### config.mk
export PLATFORM = sky130hd
export DESIGN_NAME = tsens_uart_reader_flat
export DESIGN_NICKNAME = d
export VERILOG_FILES = /design/src/rtl/tsens_uart_pkg.sv /design/src/rtl/tsens_uart_reader_if.sv /design/src/rtl/tsens_uart_rx_byte.sv /design/src/rtl/tsens_uart_reader.sv /design/src/flat_wrapper.sv
export SDC_FILE = /design/constraint.sdc
export NUM_CORES = 1
export LEC_CHECK = 0
export BUFFER_PORTS_ARGS = -buffer_cell sky130_fd_sc_hd__buf_2
export CORE_ASPECT_RATIO = 0.8
export CORE_MARGIN = 1.5
export CORE_UTILIZATION = 64
export CTS_CLUSTER_DIAMETER = 60
export DETAILED_ROUTE_END_ITERATION = 16
export PLACE_DENSITY = 0.84
export SLEW_MARGIN = 5
export SYNTH_ARGS = -nofsm -noshare
export SYNTH_HDL_FRONTEND = slang
export SYNTH_HIERARCHICAL = 1
export SYNTH_SLANG_ARGS = --single-unit
### constraint.sdc
create_clock -name clk -period 4.4 [get_ports clk]
set_input_delay 0.22 -clock clk [delete_from_list [all_inputs] [get_ports clk]]
set_output_delay 0.22 -clock clk [all_outputs]
set_load 0.02 [all_outputs]
### src/rtl/tsens_uart_pkg.sv
// Shared types and constants for the temperature-sensor UART reader.
package tsens_uart_pkg;

  typedef enum logic [1:0] {
    ST_IDLE,
    ST_SEND_CMD,
    ST_WAIT_LO,
    ST_WAIT_HI
  } state_t;

  typedef enum logic [1:0] {
    RX_IDLE,
    RX_START,
    RX_DATA,
    RX_STOP
  } rx_state_t;

  localparam logic [7:0] CMD_READ_DEFAULT = 8'h52;

  function automatic int unsigned clks_per_bit(input int unsigned clk_freq,
                                               input int unsigned baud);
    return clk_freq / baud;
  endfunction

endpackage

### src/rtl/tsens_uart_reader_if.sv
// Host-side signal bundle of the sensor UART reader; master is the reader itself.
interface tsens_uart_reader_if;
  logic        start;
  logic        rx;
  logic        tx;
  logic        busy;
  logic [15:0] result;
  logic        result_valid;
  logic        timeout_err;

  modport master (
    input  start, rx,
    output tx, busy, result, result_valid, timeout_err
  );

  modport slave (
    output start, rx,
    input  tx, busy, result, result_valid, timeout_err
  );
endinterface

### src/rtl/tsens_uart_rx_byte.sv
// 8N1 byte receiver: 2-flop synchroniser, start-bit glitch re-check, mid-bit sampling.
// Held idle while i_enable is low so line activity outside a wait window is ignored.
module tsens_uart_rx_byte
  import tsens_uart_pkg::*;
#(
  parameter int unsigned CLKS_PER_BIT = 10
) (
  input  logic       clk,
  input  logic       reset,
  input  logic       i_enable,
  input  logic       i_rx,
  output logic       o_active,
  output logic       o_byte_valid,
  output logic       o_frame_err,
  output logic [7:0] o_byte
);

  localparam int CW = (CLKS_PER_BIT > 1) ? $clog2(CLKS_PER_BIT) : 1;
  localparam logic [CW-1:0] LAST_CNT = CW'(CLKS_PER_BIT - 1);
  localparam logic [CW-1:0] HALF_CNT = CW'(CLKS_PER_BIT / 2 - 1);

  logic          r_sync1, r_sync2, r_rx_d;
  rx_state_t     r_state, w_state_next;
  logic [CW-1:0] r_cnt;
  logic [2:0]    r_bit;
  logic [7:0]    r_shift;
  logic          w_fall, w_mid_bit, w_half_bit, w_byte_valid, w_frame_err;

  // NOTE: sequential state uses non-blocking (<=) so every flop samples pre-edge values.
  always_ff @(posedge clk) begin
    if (!reset) begin
      r_sync1 <= 1'b1;
      r_sync2 <= 1'b1;
      r_rx_d  <= 1'b1;
    end else begin
      r_sync1 <= i_rx;
      r_sync2 <= r_sync1;
      r_rx_d  <= r_sync2;
    end
  end

  assign w_fall     = r_rx_d & ~r_sync2;
  assign w_mid_bit  = (r_cnt == LAST_CNT);
  assign w_half_bit = (r_cnt == HALF_CNT);

  // NOTE: every signal driven here gets a default first, so no latch is inferred.
  always_comb begin
    w_state_next = r_state;
    w_byte_valid = 1'b0;
    w_frame_err  = 1'b0;
    case (r_state)
      RX_IDLE:  if (w_fall) w_state_next = RX_START;
      RX_START: if (w_half_bit) w_state_next = r_sync2 ? RX_IDLE : RX_DATA;
      RX_DATA:  if (w_mid_bit && (r_bit == 3'd7)) w_state_next = RX_STOP;
      RX_STOP: begin
        if (w_mid_bit) begin
          w_state_next = RX_IDLE;
          w_byte_valid = r_sync2;
          w_frame_err  = ~r_sync2;
        end
      end
      default: w_state_next = RX_IDLE;
    endcase
    if (!i_enable) begin
      w_state_next = RX_IDLE;
      w_byte_valid = 1'b0;
      w_frame_err  = 1'b0;
    end
  end

  always_ff @(posedge clk) begin
    if (!reset) r_state <= RX_IDLE;
    else        r_state <= w_state_next;
  end

  always_ff @(posedge clk) begin
    if (!reset) begin
      r_cnt   <= '0;
      r_bit   <= '0;
      r_shift <= '0;
    end else begin
      // Count restarts on every phase change and on every sampled bit.
      if ((w_state_next != r_state) || w_mid_bit || (r_state == RX_IDLE))
        r_cnt <= '0;
      else
        r_cnt <= r_cnt + CW'(1);
      if ((r_state == RX_DATA) && w_mid_bit) begin
        r_shift <= {r_sync2, r_shift[7:1]};
        r_bit   <= r_bit + 3'd1;
      end else if (r_state != RX_DATA) begin
        r_bit <= '0;
      end
    end
  end

  assign o_active     = (r_state != RX_IDLE);
  assign o_byte_valid = w_byte_valid;
  assign o_frame_err  = w_frame_err;
  assign o_byte       = r_shift;

endmodule

### src/rtl/tsens_uart_reader.sv
// Initiator end of the temperature-sensor UART link: sends CMD_READ, collects {hi,lo}.
// Optional TSREAD_RETRY_EN: one silent command retry per transaction before reporting an error.
module tsens_uart_reader
  import tsens_uart_pkg::*;
#(
  parameter int unsigned CLK_FREQ       = 10000,
  parameter int unsigned BAUD           = 1000,
  parameter logic [7:0]  CMD_READ       = CMD_READ_DEFAULT,
  parameter int unsigned TIMEOUT_CYCLES = 400
) (
  input  logic                clk,
  input  logic                reset,
  tsens_uart_reader_if.master bus
);

  localparam int unsigned CLKS_PER_BIT = clks_per_bit(CLK_FREQ, BAUD);
  localparam int CW = (CLKS_PER_BIT > 1) ? $clog2(CLKS_PER_BIT) : 1;
  localparam int TW = (TIMEOUT_CYCLES > 1) ? $clog2(TIMEOUT_CYCLES) : 1;
  localparam logic [CW-1:0] LAST_CNT = CW'(CLKS_PER_BIT - 1);
  localparam logic [TW-1:0] TMO_LAST = TW'(TIMEOUT_CYCLES - 1);

  state_t        r_state, w_state_next;
  logic          r_tx;
  logic [8:0]    r_frame;
  logic [CW-1:0] r_clk_cnt;
  logic [3:0]    r_bit_idx;
  logic [TW-1:0] r_tmo_cnt;
  logic [7:0]    r_lo;
  logic [15:0]   r_result;
  logic          r_result_valid, r_timeout_err;

  logic       w_waiting, w_bit_end, w_tmo_hit;
  logic       w_load_cmd, w_err, w_report, w_capture_lo, w_capture_hi;
  logic       w_rx_active, w_byte_valid, w_frame_err;
  logic [7:0] w_byte;

`ifdef TSREAD_RETRY_EN
  logic r_retried;
`endif

  assign w_waiting = (r_state == ST_WAIT_LO) || (r_state == ST_WAIT_HI);
  assign w_bit_end = (r_clk_cnt == LAST_CNT);
  assign w_tmo_hit = w_waiting && !w_rx_active && (r_tmo_cnt == TMO_LAST);

  tsens_uart_rx_byte #(.CLKS_PER_BIT(CLKS_PER_BIT)) u_rx (
    .clk          (clk),
    .reset        (reset),
    .i_enable     (w_waiting),
    .i_rx         (bus.rx),
    .o_active     (w_rx_active),
    .o_byte_valid (w_byte_valid),
    .o_frame_err  (w_frame_err),
    .o_byte       (w_byte)
  );

  always_comb begin
    w_state_next = r_state;
    w_load_cmd   = 1'b0;
    w_err        = 1'b0;
    w_report     = 1'b0;
    w_capture_lo = 1'b0;
    w_capture_hi = 1'b0;
    case (r_state)
      ST_IDLE: begin
        if (bus.start) begin
          w_state_next = ST_SEND_CMD;
          w_load_cmd   = 1'b1;
        end
      end
      ST_SEND_CMD: if (w_bit_end && (r_bit_idx == 4'd9)) w_state_next = ST_WAIT_LO;
      ST_WAIT_LO: begin
        if (w_byte_valid) begin
          w_state_next = ST_WAIT_HI;
          w_capture_lo = 1'b1;
        end else if (w_frame_err || w_tmo_hit) begin
          w_err = 1'b1;
        end
      end
      ST_WAIT_HI: begin
        if (w_byte_valid) begin
          w_state_next = ST_IDLE;
          w_capture_hi = 1'b1;
        end else if (w_frame_err || w_tmo_hit) begin
          w_err = 1'b1;
        end
      end
      default: w_state_next = ST_IDLE;
    endcase
    if (w_err) begin
`ifdef TSREAD_RETRY_EN
      if (!r_retried) begin
        w_state_next = ST_SEND_CMD;
        w_load_cmd   = 1'b1;
      end else begin
        w_state_next = ST_IDLE;
        w_report     = 1'b1;
      end
`else
      w_state_next = ST_IDLE;
      w_report     = 1'b1;
`endif
    end
  end

  always_ff @(posedge clk) begin
    if (!reset) r_state <= ST_IDLE;
    else        r_state <= w_state_next;
  end

  always_ff @(posedge clk) begin
    if (!reset) begin
      r_tx           <= 1'b1;
      r_frame        <= '1;
      r_clk_cnt      <= '0;
      r_bit_idx      <= '0;
      r_tmo_cnt      <= '0;
      r_lo           <= '0;
      r_result       <= '0;
      r_result_valid <= 1'b0;
      r_timeout_err  <= 1'b0;
    end else begin
      r_result_valid <= w_capture_hi;
      r_timeout_err  <= w_report;

      // Start bit goes out immediately; r_frame holds data bits then the stop bit.
      if (w_load_cmd) begin
        r_tx      <= 1'b0;
        r_frame   <= {1'b1, CMD_READ};
        r_clk_cnt <= '0;
        r_bit_idx <= '0;
      end else if (r_state == ST_SEND_CMD) begin
        if (w_bit_end) begin
          r_clk_cnt <= '0;
          r_bit_idx <= r_bit_idx + 4'd1;
          r_tx      <= r_frame[0];
          r_frame   <= {1'b1, r_frame[8:1]};
        end else begin
          r_clk_cnt <= r_clk_cnt + CW'(1);
        end
      end

      if (w_state_next != r_state)
        r_tmo_cnt <= '0;
      else if (w_waiting && !w_rx_active)
        r_tmo_cnt <= r_tmo_cnt + TW'(1);

      if (w_capture_lo)      r_lo <= w_byte;
      else if (w_load_cmd)   r_lo <= '0;
      if (w_capture_hi)      r_result <= {w_byte, r_lo};
    end
  end

`ifdef TSREAD_RETRY_EN
  always_ff @(posedge clk) begin
    if (!reset)                     r_retried <= 1'b0;
    else if (r_state == ST_IDLE)    r_retried <= 1'b0;
    else if (w_err)                 r_retried <= 1'b1;
  end
`endif

  assign bus.tx           = r_tx;
  assign bus.busy         = (r_state != ST_IDLE);
  assign bus.result       = r_result;
  assign bus.result_valid = r_result_valid;
  assign bus.timeout_err  = r_timeout_err;

endmodule
### src/flat_wrapper.sv
// flat-port wrapper written by rule: the top's interface ports become plain ports
module tsens_uart_reader_flat import tsens_uart_pkg::*;
#(
  parameter int unsigned CLK_FREQ       = 10000,
  parameter int unsigned BAUD           = 1000,
  parameter logic [7:0]  CMD_READ       = CMD_READ_DEFAULT,
  parameter int unsigned TIMEOUT_CYCLES = 400
)
  (clk, reset, bus_start, bus_rx, bus_tx, bus_busy, bus_result, bus_result_valid, bus_timeout_err);
  tsens_uart_reader_if bus_i ();
  input  logic clk;
  input  logic reset;
  input wire logic [$bits(bus_i.start)-1:0] bus_start;
  input wire logic [$bits(bus_i.rx)-1:0] bus_rx;
  output wire logic [$bits(bus_i.tx)-1:0] bus_tx;
  output wire logic [$bits(bus_i.busy)-1:0] bus_busy;
  output wire logic [$bits(bus_i.result)-1:0] bus_result;
  output wire logic [$bits(bus_i.result_valid)-1:0] bus_result_valid;
  output wire logic [$bits(bus_i.timeout_err)-1:0] bus_timeout_err;
  assign bus_i.start = bus_start;
  assign bus_i.rx = bus_rx;
  assign bus_tx = bus_i.tx;
  assign bus_busy = bus_i.busy;
  assign bus_result = bus_i.result;
  assign bus_result_valid = bus_i.result_valid;
  assign bus_timeout_err = bus_i.timeout_err;
  tsens_uart_reader #(.CLK_FREQ(CLK_FREQ), .BAUD(BAUD), .CMD_READ(CMD_READ), .TIMEOUT_CYCLES(TIMEOUT_CYCLES)) u_core (.clk(clk), .reset(reset), .bus(bus_i));
endmodule
==> results of run 1 <==
==> through the flow <==
stage	setup WS [ns]	cell area, um2	std cells
6_report	1.887	3522	436
5_1_grt	1.604	3522	436
4_1_cts	1.920	3522	436
3_5_place_dp	1.915	3321	420
3_3_place_gp	2.084	3321	420
2_1_floorplan	2.313	3227	354
==> cells in the mapped netlist (all sizes together) (6+ instances only) <==
library cell / n / area (um2)
a21boi: 18 / 135.1
a21oi: 9 / 45.04
a22oi: 9 / 67.56
and3: 6 / 37.54
buf: 11 / 73.82
clkbuf: 6 / 22.52
dfxtp: 74 / 1481
ha: 8 / 100.1
inv: 6 / 22.52
mux2i: 14 / 140.1
nand2: 59 / 221.5
nand3: 13 / 70.07
nand4: 6 / 37.54
nor2: 27 / 101.4
nor2b: 23 / 143.9
nor3: 7 / 46.30
o21ai: 9 / 45.04
xor2: 10 / 87.58
==> flip-flops by register name, summed over array words and instances, names as in the netlist <==
name and flops:
u_core/u_rx/r_sync1 1, u_core/r_tmo_cnt 9, u_core/r_clk_cnt 4, u_core/u_rx/r_bit 3, u_core/r_bit_idx 4, u_core/r_lo 8
u_core/r_state 2, u_core/bus.result_valid 1, u_core/u_rx/r_state 2, u_core/bus.timeout_err 1, u_core/u_rx/r_sync2 1, u_core/u_rx/r_rx_d 1
u_core/bus.tx 1, u_core/u_rx/o_byte 8, u_core/bus.result 16, u_core/r_frame 8, u_core/u_rx/r_cnt 4
==> cells by family after synthesis <==
| logic type | share of synthesized area, % |
|---|---|
| buffers and inverters | 3.683 |
| AOI/OAI and AO/OA | 12.06 |
| adders and majority gates | 3.102 |
| and+or+nand+nor | 26.48 |
| muxes | 4.692 |
| DFF | 45.91 |
| xor gates and xnor gates | 4.071 |
==> metal layers <==
layer	vias up	track usage, %
li1	1250	-
met1	1157	30.39
met2	49	37.20
met3	4	8.356
met4	0	9.958
met5	-	0
==> power by group <==
| group | internal (W) | switching (W) | total, W |
|---|---|---|---|
| combinational | 0.0000144 | 0.0000224 | 0.0000368 |
| clock | 0.000265 | 0.000253 | 0.000518 |
| sequential | 0.000676 | 0.00000622 | 0.000682 |
==> cell type report <==
class,instances,area [um2],area share [%]
Clock inverter,7,77.57,2.202
Multi-Input combinational cell,257,1627,46.18
Tap cell,60,75.07,2.131
Sequential cell,74,1481,42.06
Timing Repair Buffer,23,115.1,3.268
Inverter,6,22.52,0.6394
Clock buffer,9,123.9,3.517
==> worst paths after layout <==
check | to | slack (ns) | cells after the start
max | u_core/bus.result[7]$_SDFFE_PN0P_ | 1.89 | 5
min | u_core/u_rx/r_sync1$_SDFF_PN1_ | 0.06 | 2
max reg2reg | u_core/bus.result[7]$_SDFFE_PN0P_ | 1.89 | 5
min reg2reg | u_core/u_rx/r_sync2$_SDFF_PN1_ | 0.41 | 1
==> cells in the final DEF (no fill, tap or decap), types with 3 or more instances in the layout <==
master and n:
ha_1 8, a21boi_1 9, o21ai_1 3, nand2b_1 3, nor3_1 6, buf_2 23
o21ai_0 6, a21boi_0 9, xor2_1 10, nor3b_1 4, and3_1 6, a22oi_1 9
nor2b_1 23, mux2i_1 14, a21oi_1 9, nand3b_1 3, a31oi_1 3, nand4_1 6
nand2_1 59, nor2_1 27, nand3_1 12, dfxtp_1 74, clkbuf_8 9, inv_1 6
xnor2_1 5, clkinv_4 3
==> worst max-delay path: stages, from the launching register on <==
cell and delay [ns]:
dfxtp_1 0.74, nand3_1 0.19, nor3_1 0.53, and3_1 0.68, nand2_1 0.13, a21boi_0 0.17
==> results.txt, run 1 <==
Status: complete, no violations
Synth async-reset ratio: 0%
Yosys warns: 6
Worst setup path class: reg -> reg
TritonCTS Buffers: 9
Vias in the first global route: 2194
Clock latency at the later pin of the worst-skew pair: 0.35 ns
Post-CTS Hold Buffers: 0
Global-route wire length before repair: 9.770 mm
Critical Path Sink Type: flop
Met3 WL: 298 um
Post-synthesis cell type count: 49
CTS H-tree lvls: 3
Area delta synth->final: 9.151%
Avg WL per Cell: 13.69 um
Mapped Cells: 354
Final Setup Violations: 0
Met2 wire length: 2.793 mm
IO Pins: 24
Via count: 2460
TritonRoute pass-1 iters: 4
Worst path required time: 4.68 ns
Least-Margin Pin Slew: 0.7354 ns
Worst hold slack: 0.05601 ns
Final Hold Fails: 0
Setup_tns: 0 ns
Max Slew Vio Count: 0
Number of synthesized flops with an enable pin: 0
Fmax: 397.9 MHz
Clk buf depth: 2
Worst-path clk slew: 0.08 ns
Final ANT Viol Nets: 0
Number of port buffers: 23
Post-synthesis register bit count: 74
Placer Congestion: 0.8093
Power Total: 0.001237 W
Net Count, Synth: 366
CORE AREA: 4707 um2
Clk_skew: 0.01125 ns
Die Y: 66.51 um
Global Route Usage Sum: 24.07%
Largest net degree at the start of global routing: 54
Period utilization: 57.12%
MaxCap Viol Count: 0
Main synth FF type: dfxtp_1
Ant. Diodes: 0
Root Driver: clkbuf_8
Fill count: 362
Grt ovf: 0
Critical-path maximum fanout: 24
Via-to-Cell Ratio: 5.642
Post-cts resize count: 0
RSZ-0062 raised after global routing: false
WP data arrival: 2.79 ns
Hold Startpoint: bus_rx
Syn Area/Cell: 9.115 um2
M1 WL: 2.835 mm
Seq/Total Area, Yosys: 45.91%
Peak supply drop: 0.0003055 V
Max-slew headroom: 50.98%
Hold Crit Class: in -> reg
Finished Core Util: 74.83%
# rows: 22
Fin nets: 383
Horiz. Die Dim: 82.39 um
DRC Markers: 0
CTS tree: built
Clk sinks: 74
Effective utilization at floorplan: 68.55%
Min Tclk post-route: 2.513 ns
Startpoint type of the worst setup path: flop
Detailed placer's ending HPWL: 4.037 mm
Crit path launch: u_core/r_state[1]$_SDFF_PN0_
Initial DRC Count: 140
Die area: 5479 um2
Top Layer Used: met4
Total Wirelength: 5.969 mm
Leakage power: 1.367 nW
Synth Cell Area: 3227 um2
Worst reg2reg startpoint: u_core/r_state[1]$_SDFF_PN0_
Power Density: 351.3 nW/um2
Post-CTS setup buffers: 0
Layout cell share with drive strength beyond 1: 13.03%
Initial antenna violation count: 0
Power figures use the tool's default switching activity.
==> run 2: changes to the inputs <==
--- a/config.mk
+++ b/config.mk
@@ -8,10 +8,10 @@
 export BUFFER_PORTS_ARGS = -buffer_cell sky130_fd_sc_hd__buf_2
 export CORE_ASPECT_RATIO = 0.8
 export CORE_MARGIN = 1.5
-export CORE_UTILIZATION = 64
+export CORE_UTILIZATION = 59
 export CTS_CLUSTER_DIAMETER = 60
 export DETAILED_ROUTE_END_ITERATION = 16
-export PLACE_DENSITY = 0.84
+export PLACE_DENSITY = 0.78
 export SLEW_MARGIN = 5
 export SYNTH_ARGS = -nofsm -noshare
 export SYNTH_HDL_FRONTEND = slang
==> constraint.sdc (replaced) <==
create_clock -name clk -period 2.5 [get_ports clk]
set_input_delay 0.125 -clock clk [delete_from_list [all_inputs] [get_ports clk]]
set_output_delay 0.125 -clock clk [all_outputs]
set_load 0.02 [all_outputs]
==> run 2 against run 1 <==
Against the previous run:
- die area increased by 8.1%
- clock power is 92% higher
- largest power group unchanged
- largest cell class unchanged
- critical path depth grew 2
- non-clock buffer count up 4
==> results.txt, run 2 (synthesis results as in run 1) <==
Status: complete, no violations
Power Density: 634.1 nW/um2
CP endpoint: u_core/bus.result[7]$_SDFFE_PN0P_
Area delta synth->final: 10.70%
Worst reg2reg startpoint: u_core/u_rx/r_cnt[0]$_SDFF_PP0_
Max-slew headroom: 55.62%
Most frequent cells in the layout: dfxtp_1 (74), nand2_1 (59), nor2_1 (27), buf_2 (23), nor2b_1 (23)
Placer Congestion: 0.7846
Initial antenna violation count: 0
Worst-path clk slew: 0.07 ns
Max reg flops: 16
Fin nets: 387
Number of port buffers: 23
CP peak stage delay: 0.57 ns
Crit path launch: u_core/u_rx/r_cnt[0]$_SDFF_PP0_
Final ANT Viol Nets: 0
Setup_tns: 0 ns
Crit path max-delay cell type: and3_1
Worst path required time: 2.76 ns
DRC Markers: 0
Global-route wire length before repair: 10.16 mm
Least-Margin Pin Slew: 0.6638 ns
TritonRoute pass-1 iters: 4
Largest net degree at the start of global routing: 32
Period utilization: 85.95%
Total Wirelength: 5.966 mm
# rows: 23
Initial DRC Count: 183
Grt ovf: 0
MaxCap Viol Count: 0
Critical Path Sink Type: flop
Max Slew Vio Count: 0
Final Hold Fails: 0
Critical-path maximum fanout: 18
WP data arrival: 2.41 ns
CP cell instances: ha_1, nand3b_4, nor3_1, buf_4, and3_1, nand2_1, a21boi_0
CTS tree: built
Peak supply drop: 0.0004078 V
Setup ws final: 0.3512 ns
Fill count: 418
Worst setup path class: reg -> reg
Die Y: 69.15 um
Ant. Diodes: 0
CTS H-tree lvls: 3
Min Tclk post-route: 2.149 ns
Startpoint type of the worst setup path: flop
Fmax: 465.4 MHz
Clk buf depth: 2
Global Route Usage Sum: 21.76%
Detailed placer's ending HPWL: 3.942 mm
IO Pins: 24
Flop2flop setup slack: 0.35 ns
Worst hold slack: 0.1651 ns
Vias in the first global route: 2213
Most common cell after layout, fill and taps aside: dfxtp_1
Effective utilization at floorplan: 62.64%
RR Endpoint: u_core/bus.result[7]$_SDFFE_PN0P_
TritonCTS Buffers: 9
Pre-CTS WS: 0.3336 ns
Horiz. Die Dim: 85.69 um
Clk_skew: 0.007315 ns
Leakage power: 1.400 nW
Non-filler instance count after layout: 441
Final Setup Violations: 0
Die area: 5925 um2
RSZ-0062 raised after global routing: false
Via-to-Cell Ratio: 5.546
Root Driver: clkbuf_8
Worst reg-to-reg path cell count: 7
Avg WL per Cell: 13.53 um
DP Cell Count: 425
CORE AREA: 5151 um2
Clock latency at the later pin of the worst-skew pair: 0.34 ns
Via count: 2446
Hold Crit Class: in -> reg
Clk sinks: 74
Layout cell share with drive strength beyond 1: 13.46%
Post-cts resize count: 0
## run 2: cell count changes in the layout (fill, tap and decap cells not counted), sizes merged
| cell | before | now |
|---|---|---|
| dlygate4sd3 | 0 | 1 |
| clkinvlp | 1 | 0 |
| clkinv | 4 | 3 |
| clkbuf | 9 | 10 |
| inv | 7 | 6 |
| buf | 23 | 26 |
| bufinv | 1 | 2 |
## run 2: repair_timing
| item | 4_1_cts | 5_1_grt |
|---|---|---|
| endpoints found under the hold margin | 1 | 0 |
| hold buffers | 1 | 0 |
| setup buffers | 0 | 0 |
## run 2: report_power, final
group	switching [W]	total [W]	internal, W
clock	0.000415	0.000997	0.000582
sequential	0.0000107	0.00120	0.00119
combinational	0.0000403	0.0000673	0.0000271
## run 2: through the flow
step | cell area, um2 | total power [W] | utilization, %
4_1_cts | 3572 | 0.002293 | 69.35
6_report | 3572 | 0.002265 | 69.35
5_1_grt | 3572 | 0.002364 | 69.35
3_3_place_gp | 3346 | 0.001292 | 64.95
3_5_place_dp | 3346 | 0.001293 | 64.95
2_1_floorplan | 3227 | 0.001276 | -
## run 2: per-layer routing
| layer | vias to the layer above | share of wire (%) | GRT usage [%] | wire (um) |
|---|---|---|---|---|
| li1 | 1249 | - | - | - |
| met1 | 1145 | 49 | 29.56 | 2907 |
| met2 | 48 | 46 | 32.11 | 2747 |
| met3 | 4 | 4.6 | 8.743 | 275 |
| met4 | 0 | 0.60 | 5.914 | 36 |
| met5 | - | 0 | 0 | 0 |
## run 2: cell type report
| type | instances | area (um2) | share of cell area (%) |
|---|---|---|---|
| Tap cell | 62 | 77.57 | 2.172 |
| Timing Repair Buffer | 27 | 147.6 | 4.133 |
| Multi-Input combinational cell | 257 | 1627 | 45.53 |
| Clock buffer | 10 | 137.6 | 3.853 |
| Clock inverter | 5 | 78.83 | 2.207 |
| Sequential cell | 74 | 1481 | 41.47 |
| Inverter | 6 | 22.52 | 0.6305 |
## run 2: worst min path at each step
stage | start | to | slack, ns | depth (start not counted)
final | bus_start | u_core/r_frame[7]$_SDFFE_PN1P_ | 0.17 | 4
after global routing | bus_start | u_core/r_frame[7]$_SDFFE_PN1P_ | 0.15 | 4
after CTS | bus_start | u_core/r_frame[7]$_SDFFE_PN1P_ | 0.14 | 4
after detailed placement | bus_rx | u_core/u_rx/r_sync1$_SDFF_PN1_ | 0.31 | 2
after global placement | bus_rx | u_core/u_rx/r_sync1$_SDFF_PN1_ | 0.31 | 2
after floorplan | bus_rx | u_core/u_rx/r_sync1$_SDFF_PN1_ | 0.23 | 1
## run 2: critical path, delay by kind of cell, from the launching register on
kind,cells,cell delay [ns]
adders and majority gates,1,0.24
AOI/OAI and AO/OA,1,0.21
DFF,1,0.38
and+or+nand+nor,4,1.08
buffers and inverters,1,0.16
